## src/rtl/reg_bank_writer.sv

```systemverilog
// Write side of a 4 x WIDTH register bank: 2-entry request FIFO, one byte-masked commit per cycle.
// Optional feature macro: REG_BANK_ZERO_REG_EN (register 0 hardwired to zero).
module reg_bank_writer #(
  parameter int unsigned WIDTH = 32
) (
  input  logic               clk,
  input  logic               reset,
  input  logic               wr_valid,
  output logic               wr_ready,
  input  logic [1:0]         wr_reg_no,
  input  logic [WIDTH-1:0]   wr_data,
  input  logic [WIDTH/8-1:0] wr_be,
  input  logic               commit_hold,
  output logic [WIDTH-1:0]   q0,
  output logic [WIDTH-1:0]   q1,
  output logic [WIDTH-1:0]   q2,
  output logic [WIDTH-1:0]   q3,
  output logic [3:0]         pending,
  output logic               busy
);

  localparam int unsigned NBYTES = WIDTH / 8;
`ifdef REG_BANK_ZERO_REG_EN
  localparam bit ZERO_REG = 1'b1;
`else
  localparam bit ZERO_REG = 1'b0;
`endif

  typedef enum logic [1:0] {S_EMPTY, S_ONE, S_FULL} state_t;

  state_t             r_state;
  state_t             w_state_nxt;
  logic               w_push;
  logic               w_pop;
  logic               r_wptr;
  logic               r_rptr;
  logic [1:0]         r_mem_reg  [2];
  logic [WIDTH-1:0]   r_mem_data [2];
  logic [NBYTES-1:0]  r_mem_be   [2];
  logic [WIDTH-1:0]   r_q        [4];
  logic [3:0]         w_we;
  logic [1:0]         w_ent_valid;

  assign wr_ready = (r_state != S_FULL);
  assign busy     = (r_state != S_EMPTY);

  always_ff @(posedge clk or posedge reset) begin
    if (reset) r_state <= S_EMPTY;
    else       r_state <= w_state_nxt;
  end

  // Occupancy FSM: simultaneous push and pop leaves the state unchanged.
  always_comb begin
    w_state_nxt = r_state;
    w_push      = wr_valid && (r_state != S_FULL);
    w_pop       = (r_state != S_EMPTY) && !commit_hold;
    case (r_state)
      S_EMPTY: if (w_push) w_state_nxt = S_ONE;
      S_ONE: begin
        if (w_push && !w_pop)      w_state_nxt = S_FULL;
        else if (!w_push && w_pop) w_state_nxt = S_EMPTY;
      end
      S_FULL:  if (w_pop) w_state_nxt = S_ONE;
      default: w_state_nxt = S_EMPTY;
    endcase
  end

  always_ff @(posedge clk or posedge reset) begin
    if (reset) begin
      r_wptr <= 1'b0;
      r_rptr <= 1'b0;
      for (int i = 0; i < 2; i++) begin
        r_mem_reg[i]  <= '0;
        r_mem_data[i] <= '0;
        r_mem_be[i]   <= '0;
      end
    end else begin
      if (w_push) begin
        r_mem_reg[r_wptr]  <= wr_reg_no;
        r_mem_data[r_wptr] <= wr_data;
        r_mem_be[r_wptr]   <= wr_be;
        r_wptr             <= ~r_wptr;
      end
      if (w_pop) r_rptr <= ~r_rptr;
    end
  end

  // One-hot target decode for the head entry, gated by the pop.
  always_comb begin
    w_we = 4'b0000;
    if (w_pop) begin
      case (r_mem_reg[r_rptr])
        2'd0:    w_we = 4'b0001;
        2'd1:    w_we = 4'b0010;
        2'd2:    w_we = 4'b0100;
        default: w_we = 4'b1000;
      endcase
    end
  end

  always_ff @(posedge clk or posedge reset) begin
    if (reset) begin
      for (int r = 0; r < 4; r++) r_q[r] <= '0;
    end else begin
      for (int r = 0; r < 4; r++) begin
        if (w_we[r] && !(ZERO_REG && r == 0)) begin
          for (int b = 0; b < int'(NBYTES); b++) begin
            if (r_mem_be[r_rptr][b]) r_q[r][8*b +: 8] <= r_mem_data[r_rptr][8*b +: 8];
          end
        end
      end
    end
  end

  // Entry i is live when the buffer is full, or it is the head of a one-entry buffer.
  always_comb begin
    for (int i = 0; i < 2; i++) begin
      w_ent_valid[i] = (r_state == S_FULL) || ((r_state == S_ONE) && (r_rptr == 1'(i)));
    end
  end

  always_comb begin
    pending = 4'b0000;
    for (int r = 0; r < 4; r++) begin
      for (int i = 0; i < 2; i++) begin
        if (w_ent_valid[i] && (r_mem_reg[i] == 2'(r))) pending[r] = 1'b1;
      end
    end
    if (ZERO_REG) pending[0] = 1'b0;
  end

  assign q0 = r_q[0];
  assign q1 = r_q[1];
  assign q2 = r_q[2];
  assign q3 = r_q[3];

endmodule

```

## config.mk

```make
export PLATFORM = sky130hd
export DESIGN_NAME = reg_bank_writer
export DESIGN_NICKNAME = d
export VERILOG_FILES = /design/src/rtl/reg_bank_writer.sv
export SDC_FILE = /design/constraint.sdc
export NUM_CORES = 1
export LEC_CHECK = 0
export CORE_ASPECT_RATIO = 1.5
export CORE_MARGIN = 2
export CORE_UTILIZATION = 46
export CTS_CLUSTER_SIZE = 12
export DETAILED_ROUTE_END_ITERATION = 10
export PLACE_DENSITY = 0.76
export SYNTH_ARGS = -nofsm -noshare
export SYNTH_HDL_FRONTEND = slang
export SYNTH_SLANG_ARGS = --single-unit
```

## constraint.sdc

```tcl
create_clock -name clk -period 7.4 [get_ports clk]
set_clock_uncertainty 0.1 [all_clocks]
set_input_delay 1.48 -clock clk [delete_from_list [all_inputs] [get_ports clk]]
set_output_delay 1.48 -clock clk [all_outputs]
set_load 0.01 [all_outputs]
```

# Word-level counts from Yosys, hierarchy flattened
# Index checks and enable logic that the tools add are counted.
# totals
reg_bits	208
out_inout_bits	134
wordCells	121
# op_classes
n_lt_le_gt_ge	3
n_eq_ne	14
n_mux	33
n_bitwise	4
n_reduce_logical	42
# ops
operator	count
32-bit two-way mux	4
64-bit bitwise mux	1
32-bit demux with 1-bit select	1
2-bit AND reduction	16
4-bit two-way mux	5
2-bit two-way mux	8
1-bit logical AND	15
2-bit == test, second input constant	6
4-bit case mux with 3 select lines	1
8-bit bitwise mux	1
2-bit by 1-bit == test with 1-bit output, second input constant	4
2-bit zero test	4
1-bit two-way mux	8
2-bit != test, second input constant	3
2-bit case mux with 3 select lines	1
4-bit bitwise mux	1
4-bit demux with 1-bit select	1
2-bit >= comparator, second input constant	2
1-bit NOT with 2-bit output	2
1-bit zero test	3
3-bit != test, second input constant	1
3-bit AND reduction	1
2-bit demux with 1-bit select	1
1-bit logical OR	2
other kinds (3)	4

# Logic depth before layout (Yosys ltp)
# Gate-level depths: netlist (run 1).
# depth
ltp_word	8
mapped_depth	6

# Worst setup path before layout (run 1)
# Ideal clock, no wire load.
# synth_timing
path_type	register -> output
from	register r_rptr
to	output pending[0]
t_arrival_ns	1.621
setup_slack_ns	4.199
path_stages_with_launch	7
cell_sequence	dfrtp_1 > buf_6 > buf_4 > buf_1 > and3b_1 > nor2_1 > o32ai_1
# synth_via
elab_chain_len	6
# synth_lines
element	line	text
from (decl)	36	logic r_rptr;
from (signal assigned)	84	if (w_pop) r_rptr <= ~r_rptr;
1-bit NOT	118	w_ent_valid[i] = (r_state == S_FULL) || ((r_state == S_ONE) && (r_rptr == 1'(i)));
1-bit logical AND	118	
1-bit logical OR	118	
1-bit logical AND	126	if (w_ent_valid[i] && (r_mem_reg[i] == 2'(r))) pending[r] = 1'b1;
1-bit two-way mux	126	
1-bit two-way mux (*)	126	
to (decl)	18	output logic [3:0] pending,
# Every way passes the cells marked *; elsewhere a longest branch is shown, timed or not.

# Worst setup path in the final report (run 1)
# layout_timing
from	register r_state[1]
to	output pending[0]
# layout_via
elab_chain_len	6
# layout_lines
element	line	text
from (decl)	31	state_t r_state;
from (signal assigned)	49	else r_state <= w_state_nxt;
2-bit by 1-bit == test with 1-bit output	118	
1-bit logical AND	118	
1-bit logical OR	118	
1-bit logical AND	126	
1-bit two-way mux	126	
1-bit two-way mux (*)	126	
# Marked as above.

==> results.py, run 1 <==
metrics = {
    "clock_tree": {
        "cts_root_buf": "clkbuf_16",
        "cts_buffers": 21,
        "hold_buffers": 0,
        "cts_tree": "built",
        "clk_transition_reported_paths_ns": 0.06,
        "clock_latency_ns": 0.49,
        "cts-htree-levels": 1,
        "clockBufferDepth": 3,
        "cts-resized-gates": 0,
        "postCtsSetupRepairBufs": 0,
        "cts.sinks": 208,
    },
    "pwr": {
        "total_leakage_power_nw": 4.620,
        "vdd_drop_max_mv": 0.2674,
        "p_sw_mw": 1.796,
        "total_power_mw": 5.413,
        "powerDensity_nw_per_um2": 481.9,
        "intPower_mw": 3.616,
        "pwr-share-clk_pct": 17.7,
        "p_sw_share_pct": 33.19,
        "comb_power_share_pct": 44.4,
        "seq_power_share_pct": 37.8,
    },
    "setup_path": {
        "reg2reg_depth": 4,
        "critical_path_arrival_ns": 2.49,
        "r2r_setup_slack_ns": 4.49,
        "critPathKind": "register to primary output",
        "r2r-end": "q0[10]",
        "path_max_fanout": 7,
        "worst_r2r_startpoint": "r_rptr",
        "required_ns": 5.82,
        "endpoint_kind": "primary output",
        "cp-start-kind": "register",
    },
    "drt": {
        "postRouteAntennaNets": 0,
        "dr.pass1.iters": 4,
        "wirelength_um": 19850,
        "wl_per_cell_um": 20.77,
        "drc_errors": 0,
        "via_per_inst": 5.317,
        "drt-initial-drc-count": 168,
        "vias": 5083,
    },
    "synthesis": {
        "netlist.area_leader.share_pct": 60.32,
        "yosysWarningCount": 0,
        "synth_area_um2": 8628,
        "synth_edf_count": 0,
        "synth_cell_types": 30,
        "synthArstFlopShare_pct": 100.0,
        "avgSynthCellArea_um2": 16.82,
        "yosysSeqAreaShare_pct": 60.32,
        "synth_top_area_cell": "dfrtp_1",
        "synth.area.top_cells": "dfrtp_1, mux2_2, nor4_4",
        "syn_inst": 513,
        "ys.flop_type": "dfrtp_1",
        "ys_ff_latch": 208,
        "synth_nets": 556,
    },
    "worst_hold_path": {
        "whs_endpoint": "r_mem_data[5]",
        "hold_class": "register to register",
        "min-delay-start": "r_mem_data[5]",
        "hold_path_depth": 1,
    },
    "floorplanning": {
        "initial_utilization_pct": 46.71,
        "core_um2": 18470,
        "ios": 176,
        "die_w_um": 115.8,
        "placementRows": 61,
        "die_y_um": 171.7,
        "die_area_um2": 19890,
    },
    "global_route": {
        "grt_antenna_before_repair": 1,
        "grt_pass1_vias": 5759,
        "grt_max_degree": 140,
        "track_usage_pct": 20.47,
        "overflow": 0,
        "grt_pass1_wl_um": 31470,
    },
    "place": {
        "hpwlAfterDp_um": 13680,
        "port_buffers": 175,
        "place.gp.congestion": 0.7750,
        "dp_slack_ns": 3.489,
        "placed_cells": 928,
    },
    "sta": {
        "post-route-min-period_ns": 4.065,
        "finalHoldViolations": 0,
        "setup_viol": 0,
        "worst_slack_ns": 3.335,
        "max_freq_mhz": 246.0,
        "worst_pin_slew_ns": 1.066,
        "slew_violations": 0,
        "grt_setup_unrepaired": "no",
        "tns_ns": 0,
        "relSlewSlack_pct": 28.74,
        "fin_crit_sh_pct": 54.94,
    },
    "cells_and_area": {
        "top_register": "r_mem_data",
        "nets": 742,
        "largest_reg_flops": 64,
        "fin_util_pct": 60.81,
        "stdcell_count": 956,
        "fill_cells": 1490,
        "drive_gt1_share_pct": 41.68,
        "register_area_um2": 5206,
        "layout_commonest_cell": "mux2_2",
        "multi_input_area_um2": 3307,
        "syn2layout_area_growth_pct": 30.18,
        "layout_common_cells": "mux2_2, dfrtp_1, clkdlybuf4s50_1",
    },
    "outcome": {
        "outcome": "completed",
    },
    "job": {
        "cap_viol_max_count": 0,
    },
}
-- area by class of cell --
class	instances	area share, %
diodes	1	0.02228
clock buffers	25	4.901
clock inverters	2	0.3453
inverters	4	0.2005
multi-input cells	284	29.44
flip-flops and latches	208	46.35
well taps	252	2.807
repair buffers	180	15.93
-- synthesized netlist by cell type, types with 2 or more instances --
library cell / number
buf_6: 4
o32ai_1: 2
o21bai_1: 2
clkbuf_1: 3
buf_2: 5
dfrtp_1: 208
mux2_2: 237
o22ai_1: 3
inv_1: 4
nor3b_1: 2
mux2i_2: 2
buf_4: 3
mux2i_1: 3
mux2i_4: 2
nor4_4: 16
o21ai_0: 3
-- critical path: stages (launching register included) --
cell and delay [ns]:
dfrtp_1 0.47, nor2b_1 0.44, nor2_1 0.13, o32ai_1 0.32
clkdlybuf4s50_1 0.62
-- worst max-delay path by stage --
stage	from	endpoint	slack [ns]	cells after the start
after CTS	r_state[1]	pending[1]	3.33	4
after detailed placement	commit_hold	q1[1]	3.49	4
final	r_state[1]	pending[0]	3.33	4
after floorplan	reset	q0[0]	0.14	1
after global placement	commit_hold	q2[6]	3.54	4
after global routing	r_state[1]	pending[0]	3.14	4
-- per-stage QoR --
stage	hold slack (ns)	cell area (µm²)
after floorplan	0.3634	8628
after global placement	0.3812	10640
after detailed placement	0.3873	10640
after CTS	0.4001	11230
after global routing	0.4205	11230
final	0.3989	11230
-- logic make-up after synthesis --
group / after synthesis / share of synthesized area, %
buf+inv: 21 / 1.595
fa+ha+maj: 1 / 0.1450
flops: 208 / 60.32
mux: 245 / 32.29
simple gates: 26 / 4.669
compound gates: 10 / 0.7685
xor+xnor: 2 / 0.2031
-- power by group through the flow --
stage | logic, mW | registers [mW] | clock network, mW
finish | 2.41 | 2.05 | 0.959
global route | 2.58 | 2.12 | 1.03
CTS | 2.44 | 2.05 | 0.989
detailed placement | 2.43 | 2.07 | 0
global placement | 2.35 | 2.02 | 0
floorplan | 1.30 | 2.12 | 0
-- routing by layer --
layer  vias to the layer above  GRT usage (%)  share of wire, %
li1                       2243              -                 -
met5                         -              0                 0
met1                      2674          24.40                38
met2                       128          37.73                56
met4                         0          6.729               2.6
met3                        38          2.748               3.6
No activity file was read; power rests on OpenSTA's default activity.
==> run 2, diff against run 1 <==
--- a/config.mk
+++ b/config.mk
@@ -7,10 +7,10 @@
 export LEC_CHECK = 0
 export CORE_ASPECT_RATIO = 1.5
 export CORE_MARGIN = 2
-export CORE_UTILIZATION = 46
+export CORE_UTILIZATION = 51
 export CTS_CLUSTER_SIZE = 12
 export DETAILED_ROUTE_END_ITERATION = 10
-export PLACE_DENSITY = 0.76
+export PLACE_DENSITY = 0.79
 export SYNTH_ARGS = -nofsm -noshare
 export SYNTH_HDL_FRONTEND = slang
 export SYNTH_SLANG_ARGS = --single-unit
==> constraint.sdc (replaced) <==
create_clock -name clk -period 4.2 [get_ports clk]
set_clock_uncertainty 0.1 [all_clocks]
set_input_delay 0.84 -clock clk [delete_from_list [all_inputs] [get_ports clk]]
set_output_delay 0.84 -clock clk [all_outputs]
set_load 0.01 [all_outputs]
==> run 2 against run 1 <==
Compared with the run above:
- combinational power up 73%
- routed wire length down 4.0%
- critical path depth did not move
- non-clock buffer count is 2 higher
- clock power increased by 70%
- first-iteration DRC count grew 18%
- sequential share of layout area is 0.19 points higher
- via count shrank 3.1%
- setup slack got worse by 2.8 ns
- sequential cell count is the same
- final cell count fell by 4.3%
- largest power group unchanged
==> results.py, run 2 (synthesized netlist as in run 1, its figures left out) <==
metrics = {
    "pwr": {
        "p_sw_mw": 3.110,
        "comb_power_share_pct": 44.1,
        "vdd_drop_max_mv": 0.5174,
        "p_sw_share_pct": 32.95,
        "pwr-share-clk_pct": 17.2,
        "powerDensity_nw_per_um2": 843.7,
        "seq_power_share_pct": 38.7,
        "intPower_mw": 6.327,
        "total_leakage_power_nw": 4.625,
        "total_power_mw": 9.437,
    },
    "drt": {
        "wl_per_cell_um": 20.83,
        "vias": 4923,
        "drc_errors": 0,
        "postRouteAntennaNets": 0,
        "dr.pass1.iters": 4,
        "via_per_inst": 5.380,
        "drt-initial-drc-count": 198,
        "wirelength_um": 19060,
    },
    "global_route": {
        "gr-usage-met2_pct": 40.46,
        "grt_antenna_before_repair": 0,
        "track_usage_pct": 21.69,
        "grt_max_degree": 124,
        "grt_pass1_wl_um": 29830,
        "overflow": 0,
        "grt_pass1_vias": 5574,
        "gr-usage-met3_pct": 3.192,
        "gr-usage-met1_pct": 25.32,
        "grt_busiest_layer": "met2",
    },
    "setup_path": {
        "critical_path_arrival_ns": 2.72,
        "endpoint_kind": "primary output",
        "path_max_fanout": 30,
        "critPathKind": "register to primary output",
        "required_ns": 3.26,
        "worstPathCellList": "and3b_1, nor2_1, o32ai_1, clkdlybuf4s50_1",
        "cp_slowest_cell": "dfrtp_2",
        "max_stage_delay_ns": 0.91,
        "cp-start-kind": "register",
    },
    "cells_and_area": {
        "drive_gt1_share_pct": 41.99,
        "layout_commonest_cell": "mux2_2",
        "fin_util_pct": 67.02,
        "layout_common_cells": "mux2_2, dfrtp_1, clkdlybuf4s50_1",
        "num_antenna_cells": 0,
        "nets": 744,
        "largest_reg_flops": 64,
        "syn2layout_area_growth_pct": 29.64,
        "top_register": "r_mem_data",
        "fill_cells": 1178,
    },
    "place": {
        "port_buffers": 175,
        "place.gp.congestion": 0.8006,
        "hpwlAfterDp_um": 13470,
    },
    "sta": {
        "max_freq_mhz": 273.0,
        "post-route-min-period_ns": 3.663,
        "worst_pin_slew_ns": 1.022,
        "slew_violations": 0,
        "fin_crit_sh_pct": 87.22,
        "whs_ns": 0.4005,
        "finalHoldViolations": 0,
        "grt_setup_unrepaired": "no",
        "tns_ns": 0,
        "setup_viol": 0,
        "relSlewSlack_pct": 31.70,
    },
    "floorplanning": {
        "core_um2": 16690,
        "ios": 176,
        "placementRows": 58,
        "die_w_um": 110.2,
        "initial_utilization_pct": 51.69,
        "die_y_um": 163.3,
        "die_area_um2": 18000,
    },
    "clock_tree": {
        "cts.sinks": 208,
        "clock_latency_ns": 0.49,
        "cts-htree-levels": 1,
        "postCtsSetupRepairBufs": 0,
        "clockBufferDepth": 3,
        "clk_transition_reported_paths_ns": 0.06,
        "cts_tree": "built",
        "cts_root_buf": "clkbuf_16",
        "cts_buffers": 21,
        "cts-resized-gates": 0,
        "hold_buffers": 0,
    },
    "outcome": {
        "outcome": "completed",
    },
    "worst_hold_path": {
        "hold_class": "register to register",
    },
    "job": {
        "cap_viol_max_count": 0,
    },
}
[run 2: worst paths after layout]
| check | start | end | slack [ns] | cells past startpoint |
|---|---|---|---|---|
| min in group asynchronous | reset | r_mem_data[47] | 0.78 | 3 |
| setup / recovery | r_rptr | pending[0] | 0.54 | 4 |
| hold / removal | r_mem_data[12] | r_mem_data[12] | 0.40 | 1 |
| max in group asynchronous | reset | q2[31] | 2.67 | 3 |
| hold reg to reg | r_mem_data[12] | r_mem_data[12] | 0.40 | 1 |
| setup reg to reg | r_rptr | q2[3] | 1.37 | 3 |
[run 2: area by class of cell]
cell class | instances | area [µm²] | area share [%]
Tap cell | 210 | 262.8 | 2.349
Multi-Input combinational cell | 284 | 3307 | 29.56
Clock buffer | 25 | 560.5 | 5.011
Clock inverter | 2 | 13.76 | 0.1230
Inverter | 4 | 18.77 | 0.1678
Sequential cell | 208 | 5206 | 46.54
Timing Repair Buffer | 182 | 1817 | 16.24
[run 2: metrics by stage]
step	std cells	instance area [µm²]	setup WS [ns]
final	915	11190	0.5369
after global routing	915	11190	0.4058
after global placement	888	10610	1.031
after CTS	915	11190	0.4970
after detailed placement	888	10610	0.9168
after floorplan	513	8632	0.5598
[run 2: critical path, delay by kind of cell, from the launching register on]
kind	cells	cell delay [ns]
flops	1	0.91
simple gates	2	0.36
buf+inv	1	0.63
compound gates	1	0.31
[run 2: power by group through the flow]
stage | Combinational, mW | Clock [mW] | Sequential [mW]
2_1_floorplan | 2.29 | 0 | 3.73
3_5_place_dp | 4.21 | 0 | 3.70
6_report | 4.16 | 1.63 | 3.65
3_3_place_gp | 4.05 | 0 | 3.61
5_1_grt | 4.45 | 1.75 | 3.77
4_1_cts | 4.22 | 1.67 | 3.66
[run 2: per-layer routing]
layer	vias up	wire length [µm]	part of all wire, %
li1	2233	-	-
met1	2565	7236	38
met2	100	10740	56
met4	0	416	2.2
met3	25	665	3.5
met5	-	0	0
